File: config.mk
export PLATFORM = sky130hd
export DESIGN_NAME = inst_fetch
export DESIGN_NICKNAME = d
export VERILOG_FILES = /design/src/rtl/cpu_pkg.sv /design/src/rtl/pc_next.sv /design/src/rtl/inst_fetch.sv
export SDC_FILE = /design/constraint.sdc
export NUM_CORES = 1
export LEC_CHECK = 0
export ABC_AREA = 1
export BUFFER_PORTS_ARGS = -buffer_cell sky130_fd_sc_hd__buf_2
export CAP_MARGIN = 30
export CORE_MARGIN = 2
export CORE_UTILIZATION = 45
export DETAILED_ROUTE_END_ITERATION = 7
export MAX_ROUTING_LAYER = met4
export PLACE_DENSITY = 0.67
export SKIP_CTS_REPAIR_TIMING = 1
export SYNTH_ARGS = -nofsm -noshare
export SYNTH_HDL_FRONTEND = slang
export SYNTH_HIERARCHICAL = 1
export SYNTH_SLANG_ARGS = --single-unit
File: constraint.sdc
create_clock -name clk -period 3.33 [get_ports clk]
set_input_delay 0.666 -clock clk [delete_from_list [all_inputs] [get_ports clk]]
set_output_delay 0.666 -clock clk [all_outputs]
set_load 0.1 [all_outputs]
File: src/rtl/cpu_pkg.sv
// Shared types and widths for the CPU front end.
package cpu_pkg;

  localparam int INST_W = 18;
  localparam int ADDR_W = 12;

  typedef logic [INST_W-1:0] inst_t;
  typedef logic [ADDR_W-1:0] addr_t;

  typedef enum logic [1:0] {
    IDLE,
    REQ,
    ACK
  } fetch_state_t;

  function automatic addr_t sext_disp(input logic [7:0] disp);
    return {{(ADDR_W - 8){disp[7]}}, disp};
  endfunction

endpackage

File: src/rtl/pc_next.sv
// Next-PC arithmetic: sequential increment and redirect target selection.
module pc_next
  import cpu_pkg::*;
(
  input  logic [ADDR_W-1:0] fetch_addr,
  input  logic [ADDR_W-1:0] branch_base,
  input  logic              jump,
  input  logic [ADDR_W-1:0] jump_addr,
  input  logic              branch,
  input  logic [7:0]        disp,
  output logic [ADDR_W-1:0] seq_pc,
  output logic              redir,
  output logic [ADDR_W-1:0] redir_target
);

  // NOTE: every always_comb output gets a default first so no path can infer a latch.
  always_comb begin
    seq_pc       = fetch_addr + addr_t'(1);
    redir        = jump | branch;
    redir_target = branch_base + sext_disp(disp);
    if (jump) begin
      redir_target = jump_addr;
    end
  end

endmodule

File: src/rtl/inst_fetch.sv
// Instruction fetch unit: PC, memory strobe/ack handshake, redirects and timeout.
module inst_fetch
  import cpu_pkg::*;
#(
  parameter logic [ADDR_W-1:0] RESET_PC = 12'h000,
  parameter int                MAX_WAIT = 15
) (
  input  logic              clk,
  input  logic              rst_n,
  input  logic              en_i,
  input  logic              stall_i,
  input  logic              jump_i,
  input  logic [ADDR_W-1:0] jump_addr_i,
  input  logic              branch_i,
  input  logic [7:0]        disp_i,
  output logic              mem_stb_o,
  output logic [ADDR_W-1:0] mem_addr_o,
  input  logic              mem_ack_i,
  input  logic [INST_W-1:0] mem_data_i,
  output logic [INST_W-1:0] inst_o,
  output logic              ack_o,
  output logic [ADDR_W-1:0] pc_o,
  output logic              err_o
);

  localparam logic [7:0] WAIT_LAST = 8'(MAX_WAIT - 1);

  fetch_state_t state, next_state;

  addr_t      pc;
  addr_t      pend_target;
  logic       pend_valid;
  logic [7:0] wait_cnt;

  addr_t seq_pc;
  addr_t branch_base;
  addr_t redir_target;
  addr_t pc_eff;
  addr_t redir_pc;
  logic  redir;
  logic  start;
  logic  timeout;

  assign start   = en_i && !stall_i;
  assign timeout = !mem_ack_i && (wait_cnt == WAIT_LAST);

  // While a request is outstanding, pc still names the fetched word, so the
  // branch base must be the word after it.
  assign branch_base = (state == REQ) ? seq_pc : pc;
  assign pc_eff      = redir ? redir_target : pc;
  assign redir_pc    = redir ? redir_target : pend_target;

  pc_next u_pc_next (
    .fetch_addr  (mem_addr_o),
    .branch_base (branch_base),
    .jump        (jump_i),
    .jump_addr   (jump_addr_i),
    .branch      (branch_i),
    .disp        (disp_i),
    .seq_pc      (seq_pc),
    .redir       (redir),
    .redir_target(redir_target)
  );

  // NOTE: sequential state uses non-blocking assignments so every flop samples pre-edge values.
  always_ff @(posedge clk or negedge rst_n) begin
    if (!rst_n) begin
      state <= IDLE;
    end else begin
      state <= next_state;
    end
  end

  always_comb begin
    next_state = state;
    unique case (state)
      IDLE: if (start) next_state = REQ;
      REQ: begin
        if (mem_ack_i) begin
          next_state = (redir || pend_valid) ? IDLE : ACK;
        end else if (timeout) begin
          next_state = IDLE;
        end
      end
      ACK:     next_state = start ? REQ : IDLE;
      default: next_state = IDLE;
    endcase
  end

  always_comb begin
    mem_stb_o = (state == REQ);
    ack_o     = (state == ACK);
  end

  always_ff @(posedge clk or negedge rst_n) begin
    if (!rst_n) begin
      pc          <= RESET_PC;
      mem_addr_o  <= '0;
      inst_o      <= '0;
      pc_o        <= '0;
      err_o       <= 1'b0;
      pend_valid  <= 1'b0;
      pend_target <= '0;
      wait_cnt    <= '0;
    end else begin
      err_o <= 1'b0;
      if (state == REQ) begin
        if (mem_ack_i) begin
          wait_cnt   <= '0;
          pend_valid <= 1'b0;
          if (redir || pend_valid) begin
            pc <= redir_pc;
          end else begin
            inst_o <= mem_data_i;
            pc_o   <= mem_addr_o;
            pc     <= seq_pc;
          end
        end else if (timeout) begin
          err_o      <= 1'b1;
          wait_cnt   <= '0;
          pend_valid <= 1'b0;
          // A redirect raised during the dead request still wins over the retry.
          if (redir || pend_valid) begin
            pc <= redir_pc;
          end
        end else begin
          wait_cnt <= wait_cnt + 8'd1;
          if (redir) begin
            pend_valid  <= 1'b1;
            pend_target <= redir_target;
          end
        end
      end else begin
        pc         <= pc_eff;
        mem_addr_o <= pc_eff;
        wait_cnt   <= '0;
        pend_valid <= 1'b0;
      end
    end
  end

endmodule

==> reports/qor.yml <==
logic_synthesis:
  synth_xor_area_frac: 0.0297
  ys_seq_elements: 78
  synth_top_family_by_area: "simple AND/OR/NAND/NOR gates"
  synth-adder-area-share: 0.0414
  yosysWarnings: 6
  synth_compound_area_frac: 0.0549
  seq_area_frac_synth: 0.414
  syn_nets: 731
  syn_area_sq_um: 4720
  avgSynthCellArea_sq_um: 7.03
  syn_inst: 671
  yosys.area_share.simple: 0.377
  yosysUniqueCellTypes: 30
  synthMuxAreaShare: 0
die:
  die_w_microns: 106
  fp-row-count: 37
  num_io_pins: 90
  die_area_sq_um: 11300
  coreArea_sq_um: 10200
  start_util: 0.461
  chipHeight_microns: 106
route:
  drc: 0
  vias: 4627
  totalWireLength_mm: 13.4
  wl_per_cell_microns: 14.9
  first_pass_iters: 5
  ant_nets: 0
  drt_iter0_markers: 308
  avgViaCountPerCell: 5.14
critical_path:
  timing.rr.start: "mem_addr_o[0]$_DFFE_PN0P_"
  critPathLaunchType: "flop"
  ff2ff_path_depth: 22
  worstPathRequired_ns: 3.59
  r2r_end: "pc[6]$_DFFE_PN0P_"
  cp.arrival_ns: 3.34
  cp_max_fo: 4
  endpoint_kind: "flop"
  crit_type: "reg2reg"
  rrSetupSlack_ns: 0.25
timing:
  rsz0062_at_grt: "true"
  post-route-period-util: 0.925
  fmax_mhz: 325
  hold_ws_ns: 0.144
  setup-violations-final: 0
  fin_worst_skew_ns: 0.0110
  worst_slew_pin_slew_ns: 0.739
  final_hold_viol_count: 0
  finalWorstPathRequiredPeriod_ns: 3.08
  max_slew_margin: 0.506
  finalSetupTns_ns: 0
  slew_viol_final: 0
global_route:
  met2_usage: 0.383
  use_met1: 0.342
  overflow: 0
  grt_max_degree: 67
  grt_busiest_layer: "met2"
  first_global_vias: 4369
  grtUsageMet3: 0.0460
  grt_first_pass_wirelength_mm: 21.5
  grt_use_total: 0.248
  antenna_found_initial: 0
placement:
  place_congestion: 0.895
  dp_hpwl_mm: 9.69
  port_buffers: 89
  dp_cells: 881
  placed_cell_area_sq_um: 5310
cells_and_area:
  nets: 819
  instances_no_fill: 900
  diodes: 0
  fillers: 1033
  fin_area_sq_um: 5570
  syn2layout_area_growth_pct: 18.0
  layout-drive-gt1-share: 0.190
pwr:
  clock_power_share: 0.144
  p_leak_nw: 3.15
  p_int_mw: 2.14
  power_frac_seq: 0.284
  p_per_area_nw_per_um2: 911
  ir_drop_mv: 0.773
  power_frac_comb: 0.572
  sw_frac_of_total: 0.577
  switchingPower_mw: 2.93
clocking:
  path_clk_slew_ns: 0.10
  clock-sinks: 78
  cts_max_path_buffers: 2
  cts_root_buf: "clkbuf_8"
  clock_latency_ns: 0.36
  cts_tree: "done"
  numCtsBuffers: 9
  cts.htree.levels: 3
run_status:
  status: "complete, no violations"
worst_hold_path:
  hold_path_class: "in2async"
job:
  cap_violations: 0
## cell type report
| class | instances | area (sq um) | area share |
|---|---|---|---|
| multi-input cells | 499 | 2410 | 0.433 |
| flip-flops and latches | 78 | 1950 | 0.351 |
| repair buffers | 104 | 581 | 0.104 |
| inverters | 67 | 251 | 0.0452 |
| well taps | 136 | 170 | 0.0306 |
| clock buffers | 9 | 124 | 0.0223 |
| clock inverters | 7 | 76.3 | 0.0137 |
## layer usage
metal / share of wire / wire length (microns)
met5: 0 / 0
met4: 0.011 / 144
met3: 0.064 / 854
met2: 0.46 / 6130
met1: 0.47 / 6290
## synth_stat cells
cell type	n	area, sq um
a21oi_1	7	35.0
a31oi_1	1	6.26
buf_1	1	3.75
buf_2	14	70.1
buf_4	4	30.0
buf_6	1	11.3
clkbuf_1	7	26.3
clkinv_1	1	3.75
dfrtp_1	78	1950
fa_1	1	20.0
ha_1	14	175
inv_1	63	236
inv_2	3	11.3
nand2_1	285	1070
nand2_2	2	12.5
nand3_1	80	400
nand3_2	3	30.0
nand4_1	7	43.8
nand4_2	1	12.5
nor2_1	26	97.6
nor2_4	2	22.5
nor3_1	4	20.0
nor3_2	4	40.0
nor3_4	1	16.3
o21ai_0	42	210
o31ai_1	1	7.51
or2_1	1	6.26
or2_2	1	6.26
xnor2_1	5	43.8
xor2_1	11	96.3
## critical path, stage by stage, from the launching register on
cell	delay [ns]
dfrtp_2	0.43
buf_4	0.15
inv_1	0.10
inv_1	0.06
o21ai_0	0.25
ha_1	0.25
inv_1	0.07
fa_1	0.35
inv_1	0.12
nand3_1	0.08
nand3_1	0.17
nand2_1	0.08
nand2_1	0.08
nand2_1	0.05
nand2_1	0.04
o21ai_0	0.09
buf_4	0.15
nand2_1	0.10
nand3_1	0.09
nand3_1	0.12
nand2_1	0.06
nand2_1	0.06
nand2_1	0.06
## cells by family after synthesis
logic type	Yosys count
AND/OR/NAND/NOR	417
flip-flops	78
buffers and inverters	94
adder cells (fa/ha/maj)	15
AO/OA/AOI/OAI	51
XOR/XNOR	16
## sequential cells by signal, indices dropped and copies added, names as in the netlist
signal / flops
pc_o: 12
pc: 12
pend_target: 12
inst_o: 18
err_o: 1
state: 2
wait_cnt: 8
pend_valid: 1
mem_addr_o: 12
## power by group through the flow
stage,clock [mW],combinational [mW],sequential (mW)
global placement,0,2.82,1.44
global route,0.780,3.11,1.47
finish,0.731,2.90,1.44
floorplan,0,0.969,2.71
detailed placement,0,2.84,1.45
CTS,0.743,2.84,1.44
## how the worst max path moves through the flow
stage	from	endpoint	slack (ns)	cells past startpoint
global route	mem_addr_o[0]$_DFFE_PN0P_	pc[11]$_DFFE_PN0P_	-0.005	22
finish	mem_addr_o[0]$_DFFE_PN0P_	pc[6]$_DFFE_PN0P_	0.25	22
detailed placement	mem_addr_o[0]$_DFFE_PN0P_	pc[11]$_DFFE_PN0P_	0.09	21
floorplan	mem_addr_o[2]$_DFFE_PN0P_	pc[11]$_DFFE_PN0P_	0.02	20
global placement	mem_addr_o[0]$_DFFE_PN0P_	pc[10]$_DFFE_PN0P_	0.11	20
CTS	mem_addr_o[0]$_DFFE_PN0P_	pc[11]$_DFFE_PN0P_	0.01	22
## stage by stage
step           utilization  power (mW)  worst slack (ns)
2_1_floorplan            -        3.68            0.0217
3_3_place_gp         0.516        4.26             0.105
3_5_place_dp         0.519        4.29            0.0898
4_1_cts              0.538        5.03            0.0106
5_1_grt              0.544        5.36          -0.00539
6_report             0.544        5.07             0.251
## placed cells by master (no fill, tap or decap), drive strengths merged, types with 7 or more instances in the layout
master,count
nor2,28
o21ai,42
dfrtp,78
inv,71
nor3,9
nand2,287
xor2,11
ha,14
nand4,8
clkbuf,9
nand3,83
a21oi,7
buf,104
Note: power is estimated with default switching activity, not from simulation.
